==> src/rtl/display_scan_scheduler_pkg.sv <==
// Shared types and helpers for the 7-segment display scan logic.
package display_scan_scheduler_pkg;

  typedef enum logic [1:0] {
    IDLE  = 2'd0,
    BLANK = 2'd1,
    ON    = 2'd2
  } scan_state_t;

  typedef logic [1:0] slot_t;

  // Anode pattern with every digit dark for the given drive polarity.
  function automatic logic [3:0] anode_off(input bit active_low);
    return active_low ? 4'b1111 : 4'b0000;
  endfunction

  // Anode pattern lighting exactly one slot for the given drive polarity.
  function automatic logic [3:0] anode_on(input slot_t slot, input bit active_low);
    logic [3:0] onehot;
    onehot = 4'b0001 << slot;
    return active_low ? ~onehot : onehot;
  endfunction

  // Width of a counter running 0..max(div, blank, 2)-1.
  function automatic int unsigned cnt_width(input int unsigned div, input int unsigned blank);
    int unsigned m;
    m = (div > blank) ? div : blank;
    if (m < 2) m = 2;
    return $clog2(m);
  endfunction

endpackage

==> src/rtl/display_scan_scheduler_lz_blank_mask.sv <==
// Leading-zero blank mask: bit n set when slot n and every slot above it
// hold a zero digit. Slot 0 is never blanked so a value of 0 still shows.
module lz_blank_mask #(
  parameter int unsigned NDIG = 4
) (
  input  logic [4*NDIG-1:0] digits,
  input  logic              en,
  output logic [NDIG-1:0]   mask
);

  logic upper_zero;

  // Walk from the most significant digit down, accumulating "all zero so far".
  always_comb begin
    mask       = '0;
    upper_zero = 1'b1;
    for (int unsigned i = NDIG - 1; i >= 1; i--) begin
      upper_zero = upper_zero && (digits[4*i +: 4] == 4'd0);
      mask[i]    = en && upper_zero;
    end
  end

endmodule

==> src/rtl/display_scan_scheduler.sv <==
// Time-multiplexed 4-digit 7-segment scan controller with dead-time,
// leading-zero suppression and a frame-coherent digit snapshot.
module display_scan_scheduler
  import display_scan_scheduler_pkg::*;
#(
  parameter int unsigned DIV              = 50000,
  parameter int unsigned BLANK_CYCLES     = 500,
  parameter bit          ANODE_ACTIVE_LOW = 1'b1
) (
  input  logic        clk,
  input  logic        rst_n,
  input  logic        enable,
  input  logic        lz_blank_en,
  input  logic [3:0]  digit1,
  input  logic [3:0]  digit2,
  input  logic [3:0]  digit3,
  input  logic [3:0]  digit4,
  output logic [15:0] digits_q,
  output logic [1:0]  refreshcounter,
  output logic [3:0]  anode,
  output logic        frame_start
);

  localparam int unsigned CW         = cnt_width(DIV, BLANK_CYCLES);
  localparam logic [CW-1:0] DIV_LAST   = CW'(DIV - 1);
  localparam logic [CW-1:0] BLANK_LAST = CW'((BLANK_CYCLES > 0) ? BLANK_CYCLES - 1 : 0);
  localparam logic [3:0]  ANODE_DARK = anode_off(ANODE_ACTIVE_LOW);
  // With no dead-time every slot is entered directly in ON.
  localparam scan_state_t SLOT_ENTRY = (BLANK_CYCLES == 0) ? ON : BLANK;

  scan_state_t   state_q, state_d;
  slot_t         slot_q, slot_d;
  logic [CW-1:0] cnt_q, cnt_d;
  logic          take_snap;
  logic [3:0]    anode_d;
  logic [3:0]    blank_mask;

  lz_blank_mask #(
    .NDIG (4)
  ) u_lz_blank_mask (
    .digits (digits_q),
    .en     (lz_blank_en),
    .mask   (blank_mask)
  );

  // State, slot and cycle-counter registers.
  always_ff @(posedge clk) begin
    if (!rst_n) begin
      state_q <= IDLE;
      slot_q  <= '0;
      cnt_q   <= '0;
    end else begin
      state_q <= state_d;
      slot_q  <= slot_d;
      cnt_q   <= cnt_d;
    end
  end

  // Next state: dwell counting, slot advance, snapshot on every slot-0 entry.
  always_comb begin
    state_d   = state_q;
    slot_d    = slot_q;
    cnt_d     = cnt_q + CW'(1);
    take_snap = 1'b0;
    if (!enable) begin
      state_d = IDLE;
      slot_d  = '0;
      cnt_d   = '0;
    end else begin
      unique case (state_q)
        IDLE: begin
          state_d   = SLOT_ENTRY;
          slot_d    = '0;
          cnt_d     = '0;
          take_snap = 1'b1;
        end
        BLANK: begin
          if (cnt_q == BLANK_LAST) begin
            state_d = ON;
            cnt_d   = '0;
          end
        end
        ON: begin
          if (cnt_q == DIV_LAST) begin
            state_d   = SLOT_ENTRY;
            slot_d    = slot_q + 2'd1;
            cnt_d     = '0;
            take_snap = (slot_q == 2'd3);
          end
        end
        default: begin
          state_d = IDLE;
          slot_d  = '0;
          cnt_d   = '0;
        end
      endcase
    end
  end

  // Anode pattern for the upcoming cycle; the mask reads the held snapshot,
  // which is already valid for slots 1..3, and slot 0 is never masked.
  always_comb begin
    anode_d = ANODE_DARK;
    if (state_d == ON && !blank_mask[slot_d]) begin
      anode_d = anode_on(slot_d, ANODE_ACTIVE_LOW);
    end
  end

  // Registered outputs: anodes, snapshot and frame pulse.
  always_ff @(posedge clk) begin
    if (!rst_n) begin
      anode       <= ANODE_DARK;
      digits_q    <= '0;
      frame_start <= 1'b0;
    end else begin
      anode       <= anode_d;
      frame_start <= take_snap;
      if (take_snap) begin
        digits_q <= {digit4, digit3, digit2, digit1};
      end
    end
  end

  assign refreshcounter = slot_q;

endmodule

==> config.mk <==
export PLATFORM = sky130hd
export DESIGN_NAME = display_scan_scheduler
export DESIGN_NICKNAME = d
export VERILOG_FILES = /design/src/rtl/display_scan_scheduler_pkg.sv /design/src/rtl/display_scan_scheduler_lz_blank_mask.sv /design/src/rtl/display_scan_scheduler.sv
export SDC_FILE = /design/constraint.sdc
export NUM_CORES = 1
export LEC_CHECK = 0
export ABC_AREA = 0
export CORE_MARGIN = 2
export CORE_UTILIZATION = 45
export CTS_CLUSTER_SIZE = 28
export DETAILED_ROUTE_END_ITERATION = 10
export PLACE_DENSITY = 0.74
export SKIP_LAST_GASP = 1
export SYNTH_ARGS = -nofsm -noshare
export SYNTH_HDL_FRONTEND = slang
export SYNTH_HIERARCHICAL = 1
export SYNTH_SLANG_ARGS = --single-unit
==> constraint.sdc <==
create_clock -name clk -period 4.4 [get_ports clk]
set_clock_uncertainty 0.1 [all_clocks]
set_input_delay 0.44 -clock clk [delete_from_list [all_inputs] [get_ports clk]]
set_output_delay 0.44 -clock clk [all_outputs]
set_load 0.01 [all_outputs]
Word-level counts from Yosys, hierarchy flattened

Cells that the tools add are included.

Flip-flop bits (word level): 41
Output and inout bits: 23
Word-level logic and storage cells: 45
Input bits: 20

$add $sub $neg: 2
Reductions and logical operators: 13
Shift operators: 1
Order comparisons: 1
Bitwise operators: 1
Multiplexer cells: 15
Equal/unequal tests: 6

Operators with widths:

| operator              | number |
|---|---|
| $mux 16               | 2 |
| $pmux 16 s2           | 1 |
| $add 16x1->16 const B | 1 |
| $eq 16x16->1 const B  | 1 |
| $eq 16x9->1 const B   | 1 |
| $logic_not 4->1       | 3 |
| $mux 2                | 5 |
| $eq 2x2->1 const B    | 3 |
| $logic_and 1x1->1     | 6 |
| $pmux 2 s3            | 1 |
| $not 4->4             | 1 |
| $pmux 2 s2            | 1 |
| $reduce_and 2->1      | 2 |
| $shl 1x2->4 const A   | 1 |
| $lt 2x3->1 const B    | 1 |
| $mux 1                | 3 |
| $add 2x1->2 const B   | 1 |
| $bmux 1 s2            | 1 |
| $eq 2x1->1 const B    | 1 |
| $logic_not 2->1       | 1 |
| $pmux 1 s2            | 1 |
| $logic_not 1->1       | 1 |

Depth between registers and ports, before layout

Word-level depth: 9
Gate-level depth with buffers: 10
Depth with buffers taken out: 6

Hierarchy

The synthesis kept the hierarchy.

Modules (own cells, without submodules):

| module                 | area an instance (µm²) | cells an instance | sequential area each (µm²) | times used |
|---|---|---|---|---|
| display_scan_scheduler | 1,858.0                | 202               | 820.8                      | 1 |
| lz_blank_mask          | 57.6                   | 8                 | 0.0                        | 1 |

Least setup slack after synthesis

Ideal clock, no wire load.

Path type: reg-to-reg
Start point: register cnt_q[0]
End point: register anode[1]
Required time: 4.166 ns
Buffers on the path: 2
Period minus slack after synthesis: 2.234 ns
Cell stages (with the launch flop): 9
Library setup time: 0.134 ns
Arrival: 2.000 ns
Setup slack: 2.166 ns
Cell sequence: dfxtp_1 ha_1 and3_4 buf_6 and4_4 buf_6 mux2_4 a21oi_2 or4b_1

Cells in the longest elaborated chain, start to end: 9
Elaborated cells on any way between the ends: 17
Classes of those cells: eq/ne (3); shift (1); mux (9); bitwise (1); reduce/logical (3)

RTL lines:

| item                              | line                          | text |
|---|---|---|
| from (decl)                       | display_scan_scheduler.sv:33  | `logic [CW-1:0] cnt_q, cnt_d;` |
| from (signal assigned)            | display_scan_scheduler.sv:55  | `cnt_q <= cnt_d;` |
| $eq 16x16->1                      | display_scan_scheduler.sv:84  | `if (cnt_q == DIV_LAST) begin` |
| $mux 2                            | display_scan_scheduler.sv:84  |  |
| $pmux 2 s2                        | display_scan_scheduler.sv:70  | `unique case (state_q)` |
| $mux 2                            | display_scan_scheduler.sv:65  | `if (!enable) begin` |
| $bmux 1 s2                        | display_scan_scheduler.sv:104 | `if (state_d == ON && !blank_mask[slot_d]) begin` |
| $mux 1 (implied by the code)      | display_scan_scheduler.sv:104 |  |
| $logic_not 1->1                   | display_scan_scheduler.sv:104 |  |
| $logic_and 1x1->1                 | display_scan_scheduler.sv:104 |  |
| $reduce_and 2->1 (no source line) | --                            |  |
| to (signal assigned)              | display_scan_scheduler.sv:116 | `anode <= anode_d;` |
| to (decl)                         | display_scan_scheduler.sv:20  | `output logic [3:0] anode,` |

Parallel ways exist; a longest one is shown, timed or not. The select of a mux whose other input is x is not followed.
A chain may end at the register's enable or synchronous reset.

Worst setup path after layout

Start point: register cnt_q[0]
End point: register digits_q[8]

Cells in the longest elaborated chain, start to end: 4

RTL lines:

| item                 | line                          | text |
|---|---|---|
| $eq 16x16->1         | display_scan_scheduler.sv:84  |  |
| $mux 1               | display_scan_scheduler.sv:84  |  |
| $pmux 1 s2           | display_scan_scheduler.sv:70  |  |
| $mux 1               | display_scan_scheduler.sv:65  |  |
| to (signal assigned) | display_scan_scheduler.sv:119 | `digits_q <= {digit4, digit3, digit2, digit1};` |
| to (decl)            | display_scan_scheduler.sv:18  | `output logic [15:0] digits_q,` |

No other way between the ends.

==> flow_metrics.py <==
metrics = {
    "route": {
        "wl_met3_um": 175,
        "postRouteWirelength_um": 3890,
        "drt_iter0_markers": 59,
        "viasPerCell": 5.10,
        "drt-wirelength-per-cell_um": 13.1,
        "wl_met1_um": 1850,
        "num_vias": 1519,
        "postRouteAntennaNets": 0,
        "drt-pass1-iter-count": 4,
        "drc": 0,
        "top_layer_used": "met4",
        "met2_length_um": 1820,
    },
    "die": {
        "start_util_pct": 47.2,
        "io_pins": 43,
        "fp.dieH_um": 69.2,
        "fp.coreArea_um2": 4060,
        "fp-row-count": 23,
        "die_w_um": 69.2,
        "dieArea_um2": 4790,
    },
    "cts": {
        "cts_setup_buffers": 0,
        "numCtsBuffers": 5,
        "clock-sinks": 41,
        "clock-root-buffer": "clkbuf_8",
        "htreeDepth": 2,
        "cts_tree": "done",
        "clk_pin_slew_worst_paths_ns": 0.08,
        "clock_latency_ns": 0.29,
        "cts.repair.resized": 0,
        "cts_buffer_depth": 2,
        "holdBufCountCts": 0,
    },
    "global_routing": {
        "track_usage_pct": 17.2,
        "antenna_found_initial": 0,
        "grt_max_degree": 38,
        "grt_pass1_vias": 1388,
        "grt-ovfl-total": 0,
        "grt_pass1_wl_um": 6690,
    },
    "pwr": {
        "finalPower_mw": 0.765,
        "powerDensity_nw_per_um2": 314,
        "power_switching_mw": 0.169,
        "comb_power_share_pct": 11.2,
        "internal_power_mw": 0.596,
        "p_seq_share_pct": 51.0,
        "switching_share_pct": 22.0,
        "vdd_drop_max_uv": 217,
        "power_frac_clock_pct": 37.8,
        "p_leak_nw": 0.926,
    },
    "worst_setup_path": {
        "crit_family": "simple AND/OR/NAND/NOR gates",
        "reg2reg_depth": 6,
        "critPathLaunchType": "flip-flop",
        "worst-path-buf-inv": 0,
        "worstPathRequired_ns": 4.52,
        "crit_path_end_kind": "flip-flop",
        "crit_arrival_ns": 2.67,
        "path_class": "reg -> reg",
        "cp_cell_sequence": "ha_1 -> and3_4 -> and4_4 -> a31oi_1 -> nor2b_2 -> mux2i_1",
        "cp_num_cells": 6,
        "cp_slowest_cell": "nor2b_2",
        "max_stage_delay_ns": 0.85,
        "path_max_fanout": 17,
    },
    "place": {
        "gp_congestion": 0.835,
        "hpwlAfterDp_um": 2730,
        "io_buffers": 42,
    },
    "logic_synthesis": {
        "synthXorXnorAreaFrac_pct": 6.40,
        "avgSynthCellArea_um2": 9.12,
        "syn_inst": 210,
        "seq_area_frac_synth_pct": 42.8,
        "netlist_top_cells_area": "dfxtp_1 (43%), nand2_1 (9.0%), mux2i_1 (8.4%), xor2_1 (4.6%), ha_1 (3.9%)",
        "syn_nets": 236,
        "synth.distinct_cells": 42,
        "ys_ff_latch": 41,
        "synth_top_area_cell": "dfxtp_1",
        "synth_top_area_share_pct": 42.8,
        "ys_warn_count": 6,
        "synthSimpleGateAreaFrac_pct": 28.5,
        "syn_area_um2": 1920,
        "synth.area.mux_share_pct": 9.93,
        "synth_fa_ha_area_share_pct": 3.92,
        "synth_compound_area_share_pct": 3.46,
        "synth_top_family_by_area": "simple AND/OR/NAND/NOR gates",
    },
    "sta": {
        "setup_tns_ns": 0,
        "fmax_ghz": 0.392,
        "setup_viol": 0,
        "hold_viol": 0,
        "rsz0062_at_grt": "false",
        "drv_slew": 0,
        "min_period_ns": 2.55,
        "relSlewSlack_pct": 27.7,
        "worst_slew_pin_slew_ns": 1.08,
        "post-route-period-util_pct": 58.0,
    },
    "final_layout": {
        "nets": 274,
        "antenna_cells": 0,
        "area_growth_pct": 27.4,
        "layout-drive-gt1-share_pct": 7.66,
    },
    "job": {
        "cap_violations": 0,
    },
    "status": {
        "outcome": "completed",
    },
    "hold_path": {
        "hold_path.class": "reg -> reg",
        "worstHoldPathCells": 1,
    },
}
layout by cell type (no fill, tap or decap), types with 3 or more instances in the layout:
cell,n
xor2_1,10
inv_1,5
nand2_1,46
nand3_1,5
or4_1,3
mux2i_1,16
dfxtp_1,41
clkbuf_8,5
clkdlybuf4s50_1,42
ha_1,6
xnor2_1,4
nor2_1,18
nand4_1,7
and3_1,3
power by group through the flow:
stage	clock network [mW]	logic (mW)	registers [mW]
6_report	0.289	0.0856	0.390
5_1_grt	0.313	0.0926	0.392
4_1_cts	0.295	0.0861	0.390
3_5_place_dp	0	0.0857	0.399
3_3_place_gp	0	0.0848	0.398
2_1_floorplan	0	0.0374	0.403
metrics by stage:
stage / utilization (%) / hold slack, ns / instances / setup WS, ns / instance area (um^2)
4_1_cts: 60.1 / 0.355 / 298 / 1.82 / 2440
2_1_floorplan: - / 0.318 / 210 / 2.17 / 1920
5_1_grt: 60.1 / 0.384 / 298 / 1.66 / 2440
3_3_place_gp: 57.6 / 0.335 / 291 / 1.88 / 2340
6_report: 60.1 / 0.354 / 298 / 1.85 / 2440
3_5_place_dp: 57.6 / 0.338 / 291 / 1.81 / 2340
routing by layer:
metal | track usage [%] | vias to the layer above
li1 | - | 787
met1 | 22.5 | 698
met2 | 27.0 | 29
met3 | 5.96 | 5
met4 | 4.58 | 0
met5 | 0 | -
synth_stat cells (all sizes together):
| cell | count |
|---|---|
| mux2 | 2 |
| or4 | 3 |
| nand3 | 5 |
| nor2 | 18 |
| or2 | 1 |
| and4b | 1 |
| a21boi | 1 |
| nor3 | 2 |
| or4b | 2 |
| buf | 6 |
| nand2b | 1 |
| o22ai | 2 |
| xnor2 | 4 |
| mux2i | 16 |
| nand2 | 46 |
| ha | 6 |
| nand4 | 7 |
| inv | 5 |
| xor2 | 10 |
| and3 | 4 |
| a31oi | 1 |
| nor4 | 4 |
| nand4b | 1 |
| dfxtp | 41 |
| a21oi | 3 |
| and4bb | 1 |
| nor2b | 1 |
| and3b | 2 |
| conb | 1 |
| a41oi | 1 |
| o2bb2ai | 1 |
| and4 | 2 |
| clkbuf | 6 |
| and2 | 3 |
kinds of logic (layout without fill, tap and decap cells):
group | Yosys count | count (layout)
AOI/OAI and AO/OA | 9 | 9
xor gates and xnor gates | 14 | 14
adders and majority gates | 6 | 6
buffers and inverters | 17 | 55
DFF | 41 | 41
muxes | 18 | 18
other | 1 | 1
and+or+nand+nor | 104 | 104
worst register-to-register path: stages, from the launching register on:
cell	delay, ns
dfxtp_1	0.36
ha_1	0.22
and3_4	0.26
and4_4	0.29
a31oi_1	0.11
nor2b_2	0.85
mux2i_1	0.30
final timing paths:
kind,slack [ns],from,endpoint
max,1.85,cnt_q[0],digits_q[8]
min,0.35,cnt_q[0],cnt_q[0]
max reg2reg,1.85,cnt_q[0],digits_q[8]
min reg2reg,0.35,cnt_q[0],cnt_q[0]
state kept, by name (all words and copies together) (netlist names):
signal,cells
refreshcounter,2
frame_start,1
state_q,2
digits_q,16
anode,4
cnt_q,16
cell type report:
| type | instances | area, um^2 |
|---|---|---|
| fill | 352 | 1620 |
| sequential | 41 | 821 |
| tap | 50 | 62.6 |
| timing repair buffer | 43 | 428 |
| clock buffer | 5 | 68.8 |
| clock inverter | 2 | 35.0 |
| inverter | 5 | 18.8 |
| multi-input combinational | 152 | 1010 |
Note: power is estimated with default switching activity, not from simulation.
